**src/rtl/sif_arb_pkg.sv**
```systemverilog
// Shared types and default widths for the SIF XA port arbiter.
package sif_arb_pkg;

  typedef enum logic [1:0] {IDLE, ISSUE, RD_WAIT} arb_state_t;

  localparam int unsigned SIF_AW = 16;
  localparam int unsigned SIF_DW = 16;

endpackage

```
**src/rtl/rr_picker.sv**
```systemverilog
// Combinational round-robin picker: first set request bit after 'last', wrapping.
module rr_picker #(
  parameter int unsigned N = 4,
  localparam int unsigned IW = $clog2(N)
) (
  input  logic [N-1:0]  req,
  input  logic [IW-1:0] last,
  output logic [N-1:0]  gnt,
  output logic [IW-1:0] idx
);

  int unsigned c;
  logic        found;

  always_comb begin
    gnt   = '0;
    idx   = '0;
    found = 1'b0;
    c     = 0;
    for (int unsigned k = 1; k <= N; k++) begin
      c = (32'(last) + k) % N;
      if (!found && req[c]) begin
        found  = 1'b1;
        idx    = IW'(c);
        gnt[c] = 1'b1;
      end
    end
  end

endmodule

```
**src/rtl/sif_xa_arbiter.sv**
```systemverilog
// Round-robin arbiter sharing the SIF XA slave port among N_REQ requesters,
// sequencing strobes and routing read data back to the issuing requester.
module sif_xa_arbiter
  import sif_arb_pkg::*;
#(
  parameter int unsigned N_REQ = 4,
  parameter int unsigned AW    = SIF_AW,
  parameter int unsigned DW    = SIF_DW
) (
  input  logic                clk,
  input  logic                rst,
  input  logic [N_REQ-1:0]    req_valid,
  input  logic [N_REQ-1:0]    req_we,
  input  logic [N_REQ*AW-1:0] req_addr,
  input  logic [N_REQ*DW-1:0] req_wdata,
  output logic [N_REQ-1:0]    grant,
  output logic [N_REQ-1:0]    rsp_valid,
  output logic [DW-1:0]       rsp_rdata,
  output logic [AW-1:0]       xa_addr,
  output logic [DW-1:0]       xa_data_wr,
  output logic                xa_wr_s,
  output logic                xa_rd_s,
  input  logic [DW-1:0]       xa_data_rd,
  output logic                busy
);

  localparam int unsigned LW = $clog2(N_REQ);

  arb_state_t       state_q, state_d;
  logic [LW-1:0]    last_q, last_d;
  logic [N_REQ-1:0] grant_q, grant_d;
  logic [N_REQ-1:0] rsp_valid_q, rsp_valid_d;
  logic [DW-1:0]    rsp_rdata_q, rsp_rdata_d;
  logic [AW-1:0]    xa_addr_q, xa_addr_d;
  logic [DW-1:0]    xa_data_wr_q, xa_data_wr_d;
  logic             xa_wr_s_q, xa_wr_s_d;
  logic             xa_rd_s_q, xa_rd_s_d;
  logic             busy_q, busy_d;

  logic [N_REQ-1:0] pick_gnt;
  logic [LW-1:0]    pick_idx;

  rr_picker #(.N(N_REQ)) u_picker (
    .req  (req_valid),
    .last (last_q),
    .gnt  (pick_gnt),
    .idx  (pick_idx)
  );

  always_ff @(posedge clk or posedge rst) begin
    if (rst) begin
      state_q      <= IDLE;
      last_q       <= LW'(N_REQ - 1);
      grant_q      <= '0;
      rsp_valid_q  <= '0;
      rsp_rdata_q  <= '0;
      xa_addr_q    <= '0;
      xa_data_wr_q <= '0;
      xa_wr_s_q    <= 1'b0;
      xa_rd_s_q    <= 1'b0;
      busy_q       <= 1'b0;
    end else begin
      state_q      <= state_d;
      last_q       <= last_d;
      grant_q      <= grant_d;
      rsp_valid_q  <= rsp_valid_d;
      rsp_rdata_q  <= rsp_rdata_d;
      xa_addr_q    <= xa_addr_d;
      xa_data_wr_q <= xa_data_wr_d;
      xa_wr_s_q    <= xa_wr_s_d;
      xa_rd_s_q    <= xa_rd_s_d;
      busy_q       <= busy_d;
    end
  end

  // last_q doubles as the owner of the outstanding read while in ISSUE/RD_WAIT.
  always_comb begin
    state_d      = state_q;
    last_d       = last_q;
    grant_d      = '0;
    rsp_valid_d  = '0;
    rsp_rdata_d  = rsp_rdata_q;
    xa_addr_d    = xa_addr_q;
    xa_data_wr_d = xa_data_wr_q;
    xa_wr_s_d    = 1'b0;
    xa_rd_s_d    = 1'b0;
    busy_d       = 1'b0;
    case (state_q)
      IDLE: begin
        if (|req_valid) begin
          state_d      = ISSUE;
          last_d       = pick_idx;
          grant_d      = pick_gnt;
          xa_addr_d    = req_addr[pick_idx*AW +: AW];
          xa_data_wr_d = req_wdata[pick_idx*DW +: DW];
          xa_wr_s_d    = req_we[pick_idx];
          xa_rd_s_d    = !req_we[pick_idx];
          busy_d       = 1'b1;
        end
      end
      ISSUE: begin
        state_d = xa_wr_s_q ? IDLE : RD_WAIT;
        busy_d  = !xa_wr_s_q;
      end
      RD_WAIT: begin
        state_d             = IDLE;
        rsp_rdata_d         = xa_data_rd;
        rsp_valid_d[last_q] = 1'b1;
      end
      default: state_d = IDLE;
    endcase
  end

  assign grant      = grant_q;
  assign rsp_valid  = rsp_valid_q;
  assign rsp_rdata  = rsp_rdata_q;
  assign xa_addr    = xa_addr_q;
  assign xa_data_wr = xa_data_wr_q;
  assign xa_wr_s    = xa_wr_s_q;
  assign xa_rd_s    = xa_rd_s_q;
  assign busy       = busy_q;

endmodule

```
**config.mk**
```make
export PLATFORM = sky130hd
export DESIGN_NAME = sif_xa_arbiter
export DESIGN_NICKNAME = d
export VERILOG_FILES = /design/src/rtl/sif_arb_pkg.sv /design/src/rtl/rr_picker.sv /design/src/rtl/sif_xa_arbiter.sv
export SDC_FILE = /design/constraint.sdc
export NUM_CORES = 1
export LEC_CHECK = 0
export CORE_UTILIZATION = 41
export CTS_BUF_LIST = sky130_fd_sc_hd__clkbuf_4
export DETAILED_ROUTE_END_ITERATION = 10
export PLACE_DENSITY = 0.92
export SYNTH_ARGS = -nofsm -noshare
export SYNTH_HDL_FRONTEND = slang
export SYNTH_SLANG_ARGS = --single-unit
```
**constraint.sdc**
```tcl
create_clock -name clk -period 3.75 [get_ports clk]
set_clock_uncertainty 0.1 [all_clocks]
set_input_delay 1.125 -clock clk [delete_from_list [all_inputs] [get_ports clk]]
set_output_delay 1.125 -clock clk [all_outputs]
set_load 0.01 [all_outputs]
```
After elaboration in Yosys (flattened, before gate mapping)
Cells that the tools add are included.
W data, S select, Z words.
Operators by class
  add/sub/neg operators: 4
  multipliers: 0
  divide/modulo/power cells: 0
  $lt $le $gt $ge: 11
  equal/unequal tests: 3
  shifts and indexed selects: 2
  muxes and demuxes: 43
  bitwise gates (word level): 3
  reductions and logical operators: 16
Operators with widths (number)
  $shiftx A64 B7 Y16: 2
  $mux W4: 7
  $lt A2 B3 Y1 const B: 6
  $mux W1: 18
  $mux W2: 6
  $or A4 B4 Y4: 3
  $bmux W1 S2: 5
  $demux W1 S2: 5
  $ge A2 B1 Y1 const B: 5
  $logic_and A1 B1 Y1: 8
  $logic_not A1 Y1: 5
  $add A2 B1 Y2 const B: 2
  $add A2 B2 Y2 const B: 2
  $pmux W2 S2: 1
  $reduce_or A4 Y1: 1
  $eq A2 B1 Y1 const B: 1
  $eq A2 B2 Y1 const B: 1
  $logic_not A2 Y1: 1
  $ne A2 B2 Y1 const B: 1
  $pmux W1 S2: 1
  $reduce_and A2 Y1: 1
Storage, ports and cells
  register bits after elaboration: 63
  bits in latches: 0
  memory bits (writable): 0
  ROM bits: 0
  bits of input ports: 154
  output and inout bits: 59
  logic and storage cells: 92
  memories kept: 0

Longest topological paths before layout
  depth after elaboration: 18
  depth in mapped cells: 12
  mapped depth without buffers: 8

Cells and area by module
From an unflattened synthesis, not the netlist that was laid out.
Unflattened totals
  cells, all modules: 237
  area total of the unflattened synthesis: 3698.5 um2
By module, submodules not included
  sif_xa_arbiter: times used 1, cells an instance 178, area each 3208.1 um2, seq. area each 1579.0 um2
  rr_picker: times used 1, cells an instance 59, area each 490.5 um2, seq. area each 0.0 um2

Worst setup path after synthesis
OpenSTA, ideal clock, no wires.
  path type: reg2reg
  from: register last_q[0]
  to: register xa_addr_q[10] (netlist: xa_addr[10])
  setup time: 133 ps
  data arrival time: 3051 ps
  data required time: 3517 ps
  path slack: 466 ps
  stages on the path, launching flop included: 12
  buffers on the path: 3
  period minus slack after synthesis: 3284 ps
  cells stage by stage: dfstp_2 > buf_6 > inv_1 > ha_1 > buf_1 > mux2_2 > a211oi_1 > nand3_1 > nand2_2 > buf_2 > mux2i_1 > o221ai_2
On the way
  word-level cells in the longest chain between the ends: 14
  elaborated cells between the ends (all ways): 26
  classes of those cells: 4 x add/sub; 1 x shift; 15 x mux; 6 x reduce/logical
RTL lines
  start: declaration: line sif_xa_arbiter.sv:30  | logic [LW-1:0] last_q, last_d;
  start signal: assignment: line sif_xa_arbiter.sv:53  | last_q <= LW'(N_REQ - 1);
  start signal: assignment: line sif_xa_arbiter.sv:64  | last_q <= last_d;
  $add A2 B1 Y2: line rr_picker.sv:21  | c = (32'(last) + k) % N;
  $bmux W1 S2: line rr_picker.sv:22  | if (!found && req[c]) begin
  $mux W1 (not written as such): line rr_picker.sv:22
  $mux W1: line rr_picker.sv:22
  $logic_not A1 Y1: line rr_picker.sv:22
  $logic_and A1 B1 Y1: line rr_picker.sv:22
  $mux W1: line rr_picker.sv:22
  $logic_not A1 Y1: line rr_picker.sv:22
  $logic_and A1 B1 Y1: line rr_picker.sv:22
  $mux W1: line rr_picker.sv:22
  $logic_not A1 Y1: line rr_picker.sv:22
  $logic_and A1 B1 Y1: line rr_picker.sv:22
  $mux W2 (*): line rr_picker.sv:22
  $shiftx A64 B7 Y16 (*): line sif_xa_arbiter.sv:94  | xa_addr_d = req_addr[pick_idx*AW +: AW];
  end signal: assignment: line sif_xa_arbiter.sv:68  | xa_addr_q <= xa_addr_d;
  end: declaration: line sif_xa_arbiter.sv:34  | logic [AW-1:0] xa_addr_q, xa_addr_d;
Every way passes the cells marked *; elsewhere a longest branch is shown, timed or not. The select of a mux whose other input is x is not followed.
A chain may end at the register's enable or synchronous reset.

Worst setup path in the final report
  from: input port req_valid[2]
  to: register xa_data_wr_q[2] (netlist: xa_data_wr[2])
On the way
  word-level cells in the longest chain between the ends: 13
  elaborated cells between the ends (all ways): 24
  classes of those cells: 1 x shift; 15 x mux; 8 x reduce/logical
RTL lines
  start: declaration: line sif_xa_arbiter.sv:12  | input logic [N_REQ-1:0] req_valid,
  $bmux W1 S2: line rr_picker.sv:22
  $mux W1 (not written as such): line rr_picker.sv:22
  $mux W1: line rr_picker.sv:22
  $logic_not A1 Y1: line rr_picker.sv:22
  $logic_and A1 B1 Y1: line rr_picker.sv:22
  $mux W1: line rr_picker.sv:22
  $logic_not A1 Y1: line rr_picker.sv:22
  $logic_and A1 B1 Y1: line rr_picker.sv:22
  $mux W1: line rr_picker.sv:22
  $logic_not A1 Y1: line rr_picker.sv:22
  $logic_and A1 B1 Y1: line rr_picker.sv:22
  $mux W2: line rr_picker.sv:22
  $shiftx A64 B7 Y16: line sif_xa_arbiter.sv:95  | xa_data_wr_d = req_wdata[pick_idx*DW +: DW];
  end signal: assignment: line sif_xa_arbiter.sv:69  | xa_data_wr_q <= xa_data_wr_d;
  end: declaration: line sif_xa_arbiter.sv:35  | logic [DW-1:0] xa_data_wr_q, xa_data_wr_d;
Parallel ways exist; a longest one is shown, timed or not. The select of a mux whose other input is x is not followed.

==> summary.txt <==
GRT
  – Gr ovfl total: 0
  – Largest net degree at the start of global routing: 64
  – Vias in the first global route: around 3900
  – First-pass GRT wire length: around 20000 microns
  – Total GRT Usage: 25.1%
  – Initial antenna violation count: 0

Floorplanning
  – Die Y: between 100 and 150 microns
  – Die area: 10400 sq um
  – Core area: ~10000 sq um
  – Initial Util: ~42%
  – IO Pins: approximately 210
  – # rows: 36
  – Die W: between 100 and 150 microns

Clocking
  – CTS Sinks: 63
  – Worst-path clk slew: approximately 0.1 ns
  – Clock Tree Root: clkbuf_4
  – CTS hold repair buffers: 0
  – Setup bufs post-CTS: 0
  – CTS Buf Count: 9
  – CTS tree: yes
  – H-tree Lvls: 3
  – Clk_lat worst skew: roughly 0.38 ns
  – Post-CTS Resized: 0
  – CTS Buffer Depth: 2

Timing
  – FMAX: 0.297 GHz
  – RSZ-0062 raised after global routing: false
  – Final period util: between 80% and 90%
  – Minimum clock period: roughly 3.4 ns
  – Worst Setup Slack, final: ~0.38 ns
  – Final hold vios: 0
  – Relative slew slack: about 16%
  – Max Slew Vio Count: 0
  – Worst-margin pin slew: 1.26 ns
  – Final setup fails: 0
  – WHS: about 0.37 ns

Drt
  – Routed vias/inst: between 5 and 6
  – Starting DRT DRC Count: 175
  – Antenna viol nets, final: 0
  – Final WL: about 14000 microns
  – Drt drc: 0
  – Via count: about 3900
  – DR WL/cell: between 15 and 20 microns
  – Drt pass-1 iters: 4

Cells and area
  – Share of layout cells above drive strength 1: 15.3%
  – Synthesis-to-layout area growth: 60.3%
  – Post-route design area: ~6600 sq um
  – Fillers: slightly above 700
  – Nets: about 770
  – Cell Count, Final, Fillers Out: roughly 740
  – Number of diodes: 0

Pwr
  – Sequential share of power: 21.3%
  – Combinational Power Share: between 60 and 70%
  – Sw Share: 42.4%
  – Peak supply drop: ~0.45 mV
  – Pwr dens: around 850 nW/um^2
  – Switching power total: about 2.4 mW
  – Clk pwr share: a little under a tenth
  – Pleak: roughly 2.8 nW
  – Internal power: ~3.2 mW
  – Overall power: between 5 and 6 mW

Critical path
  – Worst path max stage delay: roughly 0.5 ns
  – Worst-path cell chain: clkdlybuf4s50_1 -> buf_4 -> mux2_2 -> a211oi_1 -> nand3_1 -> nand2_4 -> buf_4 -> mux2i_1 -> o221ai_2
  – Critical Path RT: approximately 3.9 ns
  – Critical R2R Capture: xa_data_wr[7]
  – CP Max Fanout: 14
  – R2R depth: 10
  – FF-to-FF setup slack: 0.62 ns
  – Critical Path Most Common Cell: buf_4
  – CP Launch Type: input port
  – CP max stage cell: clkdlybuf4s50_1
  – Critical Path Source: req_valid[2]
  – Worst reg2reg startpoint: last_q[0]
  – CP Class: input port to register
  – Crit. End Element: register
  – Arrival @ worst endpoint: approximately 3.5 ns

Synth
  – Mapped Cells: ~390
  – Yosys top cell by area: dfrtp_1
  – Number of synthesized flops with an enable pin: 0
  – Post-synthesis average cell area: approximately 11 sq um
  – Synth cell count leaders: nand2_1, mux2i_1, dfrtp_1
  – Register area share after synthesis: 38.5%
  – Area of the mapped netlist: slightly above 4000 sq um
  – Largest cells by area after synthesis: dfrtp_1, mux2i_1, o221ai_2
  – Post-synth ARST share: 100%
  – Yosys warning count: 0
  – Synthesis-stage register bit count: 63
  – Top_reg_cell synth: dfrtp_1
  – Distinct cells, synth: 56
  – Post-synth top area share: between 30 and 40%
  – Most common cell in the netlist: nand2_1
  – Syn Nets: 549

Placed design
  – Setup slack after placement: -0.0412 ns
  – Global placement routability congestion: 0.855
  – IO buf count: about 210
  – Placed insts: 726
  – Post-DP Area: around 6400 sq um
  – DP HPWL: between 10000 and 15000 microns

Worst hold path
  – Hold Startpoint: xa_wr_s
  – HP Class: register to register
  – Hold EP: state_q[1]
  – Hold path depth: 1

Flow run
  – Max Cap Violations: 0

Run status
  – Outcome: completed
flip-flops by register name, summed over array words and instances, names as in the netlist:
name and cells:
busy 1, grant 4, last_q 2, rsp_rdata 16, rsp_valid 4, state_q 2
xa_addr 16, xa_data_wr 16, xa_rd_s 1, xa_wr_s 1
stage by stage:
step | util [%] | TNS, ns
after floorplan | - | 0
after global placement | 65.9 | 0
after detailed placement | 65.9 | -0.0962
after CTS | 67.6 | 0
after global routing | 67.6 | 0
final | 67.6 | 0
final cells by class:
class	instances	area [sq um]	share of cell area (%)
Multi-Input combinational cell	285	2260	34.4
Timing Repair Buffer	240	2380	36.2
Tap cell	133	166	2.53
Clock inverter	7	96.3	1.47
Clock buffer	9	67.6	1.03
Inverter	5	18.8	0.285
Sequential cell	63	1580	24.0
kinds of logic (layout without fill, tap and decap cells):
logic type                 count (synthesis)  in the layout  synth area share [%]
xor gates and xnor gates                   1              1                 0.214
DFF                                       63             63                  38.5
AOI/OAI and AO/OA                         71             71                  18.8
buffers and inverters                     39            261                  6.50
muxes                                     71             71                  18.4
adders and majority gates                  8              8                  2.44
and+or+nand+nor                          134            134                  15.1
placed cells by master (no fill, tap or decap), types with 3 or more instances in the layout:
cell and instances:
a22oi_1 4, or3b_2 3, clkbuf_4 9, a211oi_1 3, nand2_1 82, o21ai_0 4
or2_2 4, buf_4 24, nand3b_1 3, and2_1 5, dfrtp_1 61, nor3b_1 4
clkdlybuf4s50_1 212, buf_12 4, o221ai_1 4, o221ai_2 28, nor2b_1 3, a221oi_1 5
inv_1 4, ha_1 8, nand3_1 3, nor2_1 15, mux2i_1 66
per-layer routing:
metal | GRT usage (%) | vias to the layer above | share of wire (%) | wire [microns]
li1 | - | 1848 | - | -
met1 | 28.5 | 1888 | 38 | 5190
met2 | 43.6 | 169 | 50 | 6850
met3 | 5.95 | 42 | 6.9 | 942
met4 | 13.5 | 0 | 4.3 | 590
met5 | 0 | - | 0 | 0
worst max-delay path by stage:
stage	end	slack [ns]	cells after the start
after floorplan	xa_addr[10]	0.47	11
after global placement	xa_addr[7]	0.08	9
after detailed placement	xa_addr[5]	-0.04	9
after CTS	xa_data_wr[2]	0.40	9
after global routing	xa_data_wr[2]	0.27	9
final	xa_data_wr[2]	0.38	9
power groups by stage:
stage | Clock (mW) | Sequential, mW | Combinational [mW]
2_1_floorplan | 0 | 1.35 | 2.36
3_5_place_dp | 0 | 1.21 | 3.87
5_1_grt | 0.584 | 1.23 | 4.14
4_1_cts | 0.550 | 1.19 | 3.88
6_report | 0.539 | 1.19 | 3.87
3_3_place_gp | 0 | 1.19 | 3.75
critical path: cells and delay by family:
family                 cells  cell delay, ns
buffers and inverters      3            0.95
AOI/OAI and AO/OA          2            0.42
and+or+nand+nor            2            0.44
muxes                      2            0.59
No activity file was read; power rests on OpenSTA's default activity.
